## config.mk

```make
export PLATFORM = sky130hd
export DESIGN_NAME = cs_video_mixer
export DESIGN_NICKNAME = d
export VERILOG_FILES = /design/src/rtl/cs_video_pkg.sv /design/src/rtl/cs_video_mixer_inv_tracker.sv /design/src/rtl/cs_video_mixer.sv
export SDC_FILE = /design/constraint.sdc
export NUM_CORES = 1
export LEC_CHECK = 0
export ABC_CLOCK_PERIOD_IN_PS = 4800
export CAP_MARGIN = 30
export CORE_UTILIZATION = 25
export DETAILED_ROUTE_END_ITERATION = 8
export PLACE_DENSITY_LB_ADDON = 0.05
export SYNTH_ARGS = -nofsm -noshare
export SYNTH_HDL_FRONTEND = slang
export SYNTH_HIERARCHICAL = 1
export SYNTH_SLANG_ARGS = --single-unit
```

## constraint.sdc

```tcl
create_clock -name clk_sys -period 4.8 [get_ports clk_sys]
set_input_delay 0.96 -clock clk_sys [delete_from_list [all_inputs] [get_ports clk_sys]]
set_output_delay 0.96 -clock clk_sys [all_outputs]
set_load 0.02 [all_outputs]
```

## src/rtl/cs_video_pkg.sv

```systemverilog
// Shared types, palette constants and channel helpers for the Computer Space video mixer.
package cs_video_pkg;

    localparam int CH_W  = 4;
    localparam int SUM_W = 6;

    typedef struct packed {
        logic [CH_W-1:0] r;
        logic [CH_W-1:0] g;
        logic [CH_W-1:0] b;
    } rgb4_t;

    typedef struct packed {
        logic [SUM_W-1:0] r;
        logic [SUM_W-1:0] g;
        logic [SUM_W-1:0] b;
    } rgb6_t;

    localparam rgb4_t PAL_SCORE       = {4'd7, 4'd7, 4'd7};
    localparam rgb4_t PAL_SAUCER_MONO = {4'd7, 4'd7, 4'd7};
    localparam rgb4_t PAL_SAUCER_COL  = {4'd0, 4'd15, 4'd15};
    localparam rgb4_t PAL_SHIP_MONO   = {4'd15, 4'd15, 4'd15};
    localparam rgb4_t PAL_SHIP_COL    = {4'd15, 4'd15, 4'd0};

    function automatic rgb6_t layer_term(rgb4_t pal, logic en);
        rgb6_t t;
        t.r = en ? {2'b00, pal.r} : '0;
        t.g = en ? {2'b00, pal.g} : '0;
        t.b = en ? {2'b00, pal.b} : '0;
        return t;
    endfunction

    function automatic logic [CH_W-1:0] sat_ch(logic [SUM_W-1:0] s);
        return (s > 6'd15) ? 4'hF : s[CH_W-1:0];
    endfunction

    function automatic rgb4_t saturate(rgb6_t s);
        rgb4_t o;
        o.r = sat_ch(s.r);
        o.g = sat_ch(s.g);
        o.b = sat_ch(s.b);
        return o;
    endfunction

endpackage

```

## src/rtl/cs_video_mixer_inv_tracker.sv

```systemverilog
// Frame-synchronous screen-inversion tracker: sticky request, vsync edge, hold counter.
module cs_inv_tracker #(
    parameter int INV_HOLD_FRAMES = 1
) (
    input  logic clk_sys,
    input  logic reset_n,
    input  logic ce_pix,
    input  logic vs_in,
    input  logic inv_req,
    output logic inv
);

    localparam logic [3:0] HOLD = INV_HOLD_FRAMES[3:0];

    logic       vs_prev_q, vs_prev_d;
    logic       req_q, req_d;
    logic [3:0] cnt_q, cnt_d;
    logic       edge_vs;

    always_comb begin
        vs_prev_d = vs_prev_q;
        req_d     = req_q;
        cnt_d     = cnt_q;
        edge_vs   = 1'b0;
        if (ce_pix) begin
            edge_vs   = vs_in & ~vs_prev_q;
            vs_prev_d = vs_in;
            if (edge_vs) begin
                // counter consumes the old request; a request on this cycle
                // belongs to the frame that is just starting
                if (req_q)
                    cnt_d = HOLD;
                else if (cnt_q != 4'd0)
                    cnt_d = cnt_q - 4'd1;
                req_d = inv_req;
            end else begin
                req_d = req_q | inv_req;
            end
        end
    end

    always_ff @(posedge clk_sys or negedge reset_n) begin
        if (!reset_n) begin
            vs_prev_q <= 1'b0;
            req_q     <= 1'b0;
            cnt_q     <= 4'd0;
        end else begin
            vs_prev_q <= vs_prev_d;
            req_q     <= req_d;
            cnt_q     <= cnt_d;
        end
    end

    assign inv = (cnt_q != 4'd0);

endmodule

```

## src/rtl/cs_video_mixer.sv

```systemverilog
// Two-stage layer-to-RGB mixer with saturating palette and inversion flash.
// Optional colour palette enabled by defining CS_VIDEO_COLOR_EN.
module cs_video_mixer
    import cs_video_pkg::*;
#(
    parameter int INV_HOLD_FRAMES = 1
) (
    input  logic            clk_sys,
    input  logic            reset_n,
    input  logic            ce_pix,
    input  logic            color,
    input  logic [3:0]      video_in,
    input  logic            hs_in,
    input  logic            vs_in,
    input  logic            blank_in,
    output logic [CH_W-1:0] r_out,
    output logic [CH_W-1:0] g_out,
    output logic [CH_W-1:0] b_out,
    output logic            hs_out,
    output logic            vs_out,
    output logic            blank_out,
    output logic            inv_active
);

    logic [2:0] lay_q, lay_d;
    logic       hs1_q, hs1_d;
    logic       vs1_q, vs1_d;
    logic       blank1_q, blank1_d;

    rgb4_t      rgb_q, rgb_d;
    logic       hs2_q, hs2_d;
    logic       vs2_q, vs2_d;
    logic       blank2_q, blank2_d;

    logic       inv;
    logic       use_col;
    rgb4_t      pal_saucer, pal_ship, sat, mixed;
    rgb6_t      t_score, t_saucer, t_ship, sum;

`ifdef CS_VIDEO_COLOR_EN
    assign use_col = color;
`else
    logic unused_color;
    assign unused_color = color;
    assign use_col      = 1'b0;
`endif

    cs_inv_tracker #(
        .INV_HOLD_FRAMES(INV_HOLD_FRAMES)
    ) u_inv (
        .clk_sys(clk_sys),
        .reset_n(reset_n),
        .ce_pix (ce_pix),
        .vs_in  (vs_in),
        .inv_req(video_in[3]),
        .inv    (inv)
    );

    always_comb begin
        pal_saucer = use_col ? PAL_SAUCER_COL : PAL_SAUCER_MONO;
        pal_ship   = use_col ? PAL_SHIP_COL : PAL_SHIP_MONO;
        t_score    = layer_term(PAL_SCORE, lay_q[0]);
        t_saucer   = layer_term(pal_saucer, lay_q[1]);
        t_ship     = layer_term(pal_ship, lay_q[2]);
        sum.r      = t_score.r + t_saucer.r + t_ship.r;
        sum.g      = t_score.g + t_saucer.g + t_ship.g;
        sum.b      = t_score.b + t_saucer.b + t_ship.b;
        sat        = saturate(sum);
        mixed      = sat ^ {3*CH_W{inv}};
        if (blank1_q)
            mixed = '0;
    end

    always_comb begin
        lay_d    = lay_q;
        hs1_d    = hs1_q;
        vs1_d    = vs1_q;
        blank1_d = blank1_q;
        rgb_d    = rgb_q;
        hs2_d    = hs2_q;
        vs2_d    = vs2_q;
        blank2_d = blank2_q;
        if (ce_pix) begin
            lay_d    = video_in[2:0];
            hs1_d    = hs_in;
            vs1_d    = vs_in;
            blank1_d = blank_in;
            rgb_d    = mixed;
            hs2_d    = hs1_q;
            vs2_d    = vs1_q;
            blank2_d = blank1_q;
        end
    end

    always_ff @(posedge clk_sys or negedge reset_n) begin
        if (!reset_n) begin
            lay_q    <= '0;
            hs1_q    <= 1'b0;
            vs1_q    <= 1'b0;
            blank1_q <= 1'b1;
            rgb_q    <= '0;
            hs2_q    <= 1'b0;
            vs2_q    <= 1'b0;
            blank2_q <= 1'b1;
        end else begin
            lay_q    <= lay_d;
            hs1_q    <= hs1_d;
            vs1_q    <= vs1_d;
            blank1_q <= blank1_d;
            rgb_q    <= rgb_d;
            hs2_q    <= hs2_d;
            vs2_q    <= vs2_d;
            blank2_q <= blank2_d;
        end
    end

    assign r_out      = rgb_q.r;
    assign g_out      = rgb_q.g;
    assign b_out      = rgb_q.b;
    assign hs_out     = hs2_q;
    assign vs_out     = vs2_q;
    assign blank_out  = blank2_q;
    assign inv_active = inv;

endmodule

```

== After elaboration in Yosys (flattened, before gate mapping) ==
Index checks and enable logic that the tools add are counted.
Widths: inputs -> output; s select.
Word-level totals
  word-level logic and storage cells: 31
  register bits: 26
  output and inout port bits: 16
Cells by class
  bitwise logic cells: 4
  reductions and logical operators: 3
  add/sub/neg operators: 3
  magnitude comparators: 1
  mux-type cells: 8
Operators with widths (number)
  $mux 4: 4
  $mux 12: 1
  $xor 12x12->12: 1
  $mux 3: 2
  $add 4x4->5: 1
  $gt 5x4->1 const B: 1
  $add 3x3->4: 1
  $reduce_bool 4->1: 1
  $sub 4x1->4 const B: 1
  $reduce_and 3->1: 1
  $reduce_bool 2->1: 1
  $and 1x1->1: 1
  $mux 1: 1
  $not 1->1: 1
  $or 1x1->1: 1

== Longest topological paths before layout ==
Gate-level depths: netlist (run 1).
  depth after elaboration: 7
  gate-level depth with buffers: 7
  gate-level depth less buffers: 7

== Modules after synthesis ==
The synthesis (run 1) kept the hierarchy.
By module, submodules not included
  cs_video_mixer: seq. area each 327.8 sq um, cells an instance 63, instances 1, area an instance 769.5 sq um
  cs_inv_tracker: seq. area each 150.1 sq um, cells an instance 30, instances 1, area an instance 317.8 sq um

== Worst setup path after synthesis (run 1) ==
OpenSTA, ideal clock, no wires.
  path kind: reg2reg
  from: reg lay_q[0]
  to: reg rgb_q, in the netlist g_out[0]
  buffers on the path: 0
  clock period less this slack: 2005 ps
  path slack: 2795 ps
  stages on the path, launching flop included: 7
  data arrival time: 1874 ps
  library setup time: 131 ps
  required time: 4669 ps
  cells stage by stage: dfrtp_1 fa_1 inv_1 ha_1 nor4b_1 a2111o_1 nand3_1
Between the ends
  cells in the longest elaborated chain, start to end: 7
RTL lines
  from (decl): line cs_video_mixer.sv:25  | logic [2:0] lay_q, lay_d;
  from (signal assigned): line cs_video_mixer.sv:106  | lay_q <= lay_d;
  $mux 3 (*): line cs_video_pkg.sv:28  | t.g = en ? {2'b00, pal.g} : '0;
  $add 3x3->4 (*): line cs_video_mixer.sv:66  | sum.g = t_score.g + t_saucer.g + t_ship.g;
  $add 4x4->5 (*): line cs_video_mixer.sv:66
  $gt 5x4->1: line cs_video_pkg.sv:34  | return (s > 6'd15) ? 4'hF : s[CH_W-1:0];
  $mux 4 (*): line cs_video_pkg.sv:34
  $xor 12x12->12 (*): line cs_video_mixer.sv:69  | mixed = sat ^ {3*CH_W{inv}};
  $mux 12 (*): line cs_video_mixer.sv:70  | if (blank1_q)
  to (signal assigned): line cs_video_mixer.sv:110  | rgb_q <= rgb_d;
  to (decl): line cs_video_mixer.sv:30  | rgb4_t rgb_q, rgb_d;
Every way passes the cells marked *; elsewhere a longest branch is shown, timed or not.
A chain may end at the register's enable or synchronous reset.

== Final worst setup path (run 1) ==
  from: reg u_inv.cnt_q[0]
  to: out inv_active
Between the ends
  cells in the longest elaborated chain, start to end: 1
RTL lines
  from (decl): line cs_video_mixer_inv_tracker.sv:17  | logic [3:0] cnt_q, cnt_d;
  from (signal assigned): line cs_video_mixer_inv_tracker.sv:50  | cnt_q <= cnt_d;
  $reduce_bool 4->1: line cs_video_mixer_inv_tracker.sv:54  | assign inv = (cnt_q != 4'd0);
  to (decl): line cs_video_mixer.sv:22  | output logic inv_active
Every way passes these cells.

==> flow_metrics.py, run 1 <==
metrics = {
    "placed_design": {
        "hpwl_um": 1480,
        "place_congestion": 0.759,
        "port_buffers": 25,
        "place_area_um2": 1340,
    },
    "setup_path": {
        "r2r-end": "g_out[0]",
        "end_kind": "output pin",
        "ff2ff_setup_slack_ps": 2580,
        "path_class": "register to output pin",
        "r2r_cells": 6,
        "cp.arrival_ps": 1880,
        "crit_chain": "inv_1 -> ha_1 -> nor3b_4 -> inv_2 -> clkdlybuf4s50_1",
        "slowest_delay_ps": 560,
        "critPathTopFamily": "buffers and inverters",
        "start_kind": "register",
        "crit_buf_inv": 3,
        "cp-startpoint": "u_inv/cnt_q[0]",
        "cp_max_fo": 10,
        "cp_data_required_time_ps": 3840,
        "r2r_start": "lay_q[0]",
        "crit_slowest_cell": "clkdlybuf4s50_1",
    },
    "sta": {
        "worst_pin_slew_ps": 875,
        "grt_setup_unrepaired": "no",
        "finalCritPeriodShare": 0.591,
        "report.final.slew_viol_count": 0,
        "setup_viol": 0,
        "min_period_ps": 2840,
        "relSlewSlack": 0.415,
        "hold_violations": 0,
        "finClkSkew_ps": 6.25,
        "fmax_mhz": 352,
        "finalSetupTns_ps": 0,
    },
    "min_path": {
        "hold_path_end": "vs_out",
        "whs_path_depth": 1,
        "holdCritStartpoint": "vs1_q",
        "min_path_type": "register to register",
    },
    "global_routing": {
        "track_usage": 0.105,
        "grt_max_degree": 22,
        "grt_pass1_vias": 781,
        "grt_pass1_wl_um": 3580,
        "antenna_found_initial": 0,
        "grt.overflow.total": 0,
    },
    "final_layout": {
        "nNetsFinal": 132,
        "register_area_um2": 478,
        "drive_gt1_frac": 0.204,
        "final_area_um2": 1380,
        "final_cell_mix": "25 x clkdlybuf4s50_1, 17 x dfrtp_1, 10 x mux2_2",
        "multi_input_area_um2": 514,
        "fill_cells": 416,
        "diodes": 0,
        "area_growth_pct": 27.3,
        "final_common_cell": "clkdlybuf4s50_1",
    },
    "die": {
        "die_h_um": 68.0,
        "num_rows": 23,
        "start_util": 0.266,
        "die_x_um": 68.0,
        "pin_count": 27,
        "core-area_um2": 4090,
        "fp.dieArea_um2": 4620,
    },
    "drt": {
        "first_pass_iters": 4,
        "ant_nets": 0,
        "via_per_inst": 4.71,
        "via_count": 767,
        "avgRoutedWirePerCell_um": 12.6,
        "drt_iter0_drc": 35,
        "drt_wl_total_um": 2060,
        "drcViolationCount": 0,
    },
    "synth": {
        "synth_top_area_frac": 0.391,
        "synth.area.top_cells": "dfrtp_1 39%, mux2_2 10%, ha_1 6.9%",
        "synth_cell_types": 35,
        "yosys.area.top_type": "dfrtp_1",
        "netlist_instances": 93,
        "synth_area_um2": 1090,
        "avgSynthCellArea_um2": 11.7,
        "syn-num-nets": 111,
        "yosysWarnings": 6,
        "synth_seq_cells": 19,
        "yosysSeqAreaShare": 0.440,
    },
    "clock_network": {
        "cts_root_buf": "clkbuf_8",
        "postCtsSetupRepairBufs": 0,
        "worstSkewPairLatency_ps": 260,
        "cts_resized": 0,
        "ctsHoldBuffers": 0,
        "cts_inserted_buffers": 3,
        "ctsLongestPathBuffers": 2,
        "cts_max_level": 1,
        "cts.clk_slew.worst_paths_ps": 80,
        "cts_tree": "yes",
        "cts_sinks": 19,
    },
    "power": {
        "p_leak_nw": 0.570,
        "pwr_density_cell_nw_per_um2": 398,
        "ir_drop_mv": 0.110,
    },
    "flow_run": {
        "drv_cap": 0,
    },
    "run_status": {
        "status": "finished, final reports clean",
    },
}
synth_stat cells (all sizes together):
library cell / instances
a2111o: 1
and3b: 1
nand2: 3
o21ai: 2
o311ai: 1
a21o: 1
buf: 9
mux2i: 1
a21oi: 1
ha: 6
nand3: 4
and4bb: 4
nand3b: 2
o41ai: 1
o221ai: 1
inv: 8
mux2: 10
nor4: 2
dfstp: 2
a211o: 1
nand4: 1
nor3b: 1
nand2b: 2
fa: 1
a221oi: 2
nor4b: 1
dfrtp: 17
a22o: 1
xor2: 1
o2bb2ai: 1
nor3: 1
nor2: 3
power breakdown:
group          total, mW  switching, mW  internal, mW
clock network      0.116         0.0577        0.0585
registers          0.221         0.0303         0.190
logic              0.214          0.107         0.107
total              0.551          0.195         0.356
sequential cells by signal, indices dropped and copies added (netlist names):
register and flops:
g_out 4, u_inv/cnt_q 4, lay_q 3, blank1_q 1
blank_out 1, hs1_q 1, hs_out 1, u_inv/req_q 1
u_inv/vs_prev_q 1, vs1_q 1, vs_out 1
cell families (layout without fill, tap and decap cells):
group           count (synthesis)  after routing  synth area share
simple gates                   25             25             0.166
flops                          19             19             0.440
buf+inv                        17             37            0.0875
compound gates                 13             13            0.0990
mux                            11             11             0.113
fa+ha+maj                       7              7            0.0875
xor+xnor                        1              1           0.00806
through the flow:
step           worst slack (ps)  power [mW]   util  instances  hold slack (ps)
2_1_floorplan              2800       0.367      -         93              473
3_3_place_gp               2010       0.437  0.327        159              484
3_5_place_dp               2000       0.439  0.327        159              491
4_1_cts                    1940       0.562  0.339        163              512
5_1_grt                    1850       0.593  0.339        163              533
6_report                   1960       0.551  0.339        163              508
per-layer routing:
| layer | track usage | up-vias | part of all wire |
|---|---|---|---|
| met3 | 0.0200 | 2 | 0.043 |
| met5 | 0 | - | 0 |
| met1 | 0.144 | 365 | 0.51 |
| li1 | - | 374 | - |
| met4 | 0.0469 | 0 | 0.0092 |
| met2 | 0.157 | 26 | 0.44 |
worst max-delay path by stage:
stage	cells past startpoint	endpoint	slack [ps]
after floorplan	6	g_out[0]	2800
after global placement	4	g_out[1]	2010
after detailed placement	4	g_out[1]	2000
after CTS	5	inv_active	1940
after global routing	5	inv_active	1850
final	5	inv_active	1960
layout make-up:
class	count	area share
repair buffers	25	0.181
clock inverters	1	0.00542
well taps	50	0.0452
clock buffers	3	0.0298
inverters	8	0.0217
multi-input cells	57	0.372
flip-flops and latches	19	0.345
(Power assumes the default switching activity.)
==> inputs of run 2 (changes only) <==
ABC_CLOCK_PERIOD_IN_PS = 2550   (was 4800)
clock period = 2.55 ns   (was 4.8 ns; I/O delays follow)
==> run 2 against run 1 <==
  * Wire length down 4.3%
  * Critical endpoint unchanged
  * First-iteration DRC count fell by 17%
  * Non-clock buffer count increased by 2
  * Hold slack improved by 0.52 ps
  * Clock-buffer cell count unchanged
==> flow_metrics.py, run 2 (same netlist as run 1, synthesis figures left out) <==
metrics = {
    "run_status": {
        "status": "finished, final reports clean",
    },
    "clock_network": {
        "ctsHoldBuffers": 0,
        "cts_sinks": 19,
        "cts_max_level": 1,
        "ctsLongestPathBuffers": 2,
        "cts_inserted_buffers": 3,
        "cts.clk_slew.worst_paths_ps": 70,
        "worstSkewPairLatency_ps": 250,
        "cts_resized": 0,
        "cts_tree": "yes",
        "cts_root_buf": "clkbuf_8",
        "postCtsSetupRepairBufs": 0,
    },
    "drt": {
        "ant_nets": 0,
        "via_count": 763,
        "drcViolationCount": 0,
        "first_pass_iters": 4,
        "avgRoutedWirePerCell_um": 11.9,
        "drt_wl_total_um": 1970,
        "drt_iter0_drc": 29,
        "via_per_inst": 4.62,
    },
    "final_layout": {
        "nNetsFinal": 134,
        "multi_input_area_um2": 514,
        "area_growth_pct": 28.4,
        "final_common_cell": "clkdlybuf4s50_1",
        "diodes": 0,
        "register_area_um2": 478,
        "final_cell_mix": "25 x clkdlybuf4s50_1, 17 x dfrtp_1, 10 x mux2_2",
        "fin_util": 0.342,
        "fill_cells": 422,
        "drive_gt1_frac": 0.217,
    },
    "power": {
        "p_leak_nw": 0.583,
        "ir_drop_mv": 0.276,
        "finalPower_mw": 1.02,
        "pwr_density_cell_nw_per_um2": 730,
    },
    "global_routing": {
        "grt_pass1_vias": 717,
        "grt.overflow.total": 0,
        "track_usage": 0.0981,
        "grt_max_degree": 20,
        "antenna_found_initial": 0,
        "grt_pass1_wl_um": 3330,
    },
    "sta": {
        "relSlewSlack": 0.641,
        "finalSetupTns_ps": 0,
        "worst_pin_slew_ps": 531,
        "hold_violations": 0,
        "min_period_ps": 2360,
        "report.final.slew_viol_count": 0,
        "fmax_mhz": 424,
        "grt_setup_unrepaired": "no",
        "finalCritPeriodShare": 0.925,
        "setup_viol": 0,
        "finClkSkew_ps": 3.99,
    },
    "die": {
        "num_rows": 23,
        "fp.dieArea_um2": 4620,
        "core-area_um2": 4090,
        "pin_count": 27,
        "die_x_um": 68.0,
        "die_h_um": 68.0,
        "start_util": 0.266,
    },
    "min_path": {
        "whs_path_depth": 1,
        "holdCritStartpoint": "hs1_q",
        "min_path_type": "register to register",
        "hold_path_end": "hs1_q",
    },
    "flow_run": {
        "drv_cap": 0,
    },
    "setup_path": {
        "ff2ff_setup_slack_ps": 290,
        "crit_chain": "inv_1 -> ha_1 -> nor3b_4 -> inv_2 -> clkdlybuf4s50_1",
        "end_kind": "output pin",
        "crit_slowest_cell": "clkdlybuf4s50_1",
        "cp.arrival_ps": 1850,
        "crit_buf_inv": 3,
        "r2r_cells": 6,
        "slowest_delay_ps": 560,
        "start_kind": "register",
        "r2r-end": "g_out[0]",
        "critPathTopFamily": "buffers and inverters",
        "cp_max_fo": 10,
        "cp_data_required_time_ps": 2040,
        "path_class": "register to output pin",
        "r2r_start": "lay_q[0]",
    },
    "placed_design": {
        "hpwl_um": 1530,
        "place_congestion": 0.771,
        "port_buffers": 25,
    },
}
run 2: worst max path at each step:
stage	endpoint	startpoint	cells after the start	slack (ps)
3_5_place_dp	g_out[0]	lay_q[0]	6	280
6_report	inv_active	u_inv/cnt_q[0]	5	190
2_1_floorplan	g_out[0]	lay_q[0]	6	550
5_1_grt	g_out[0]	lay_q[0]	6	50
4_1_cts	inv_active	u_inv/cnt_q[0]	5	170
3_3_place_gp	g_out[1]	lay_q[0]	6	340
run 2: routing by layer:
metal  up-vias  GRT usage  routed length (um)
li1        378          -                   -
met1       363      0.126                 965
met2        20      0.152                 891
met3         2     0.0350                  95
met4         0     0.0313                  19
met5         -          0                   0
run 2: worst register-to-register path: stages, from the launching register on:
cell      delay, ps
dfrtp_1         420
fa_1            650
inv_1            70
ha_1            210
nor4b_1         470
a2111o_1        260
nand3_1          70
run 2: per-stage QoR:
step                      hold slack [ps]  instance area (um^2)  setup WS [ps]  instances
after floorplan                       214                  1090            545         93
after global placement                484                  1350            336        161
after detailed placement              495                  1350            279        161
after CTS                             513                  1400            168        165
after global routing                  533                  1400           45.7        165
final                                 509                  1400            192        165
run 2: area by class of cell:
class / count / area share
clock inverter: 1 / 0.00358
sequential: 19 / 0.342
multi-input combinational: 57 / 0.368
tap: 50 / 0.0448
timing repair buffer: 27 / 0.190
clock buffer: 3 / 0.0296
inverter: 8 / 0.0215
run 2: report_power, final:
group / internal (mW) / switching [mW] / total (mW)
registers: 0.359 / 0.0554 / 0.414
logic: 0.204 / 0.198 / 0.402
clock network: 0.108 / 0.0949 / 0.203
total: 0.671 / 0.349 / 1.02
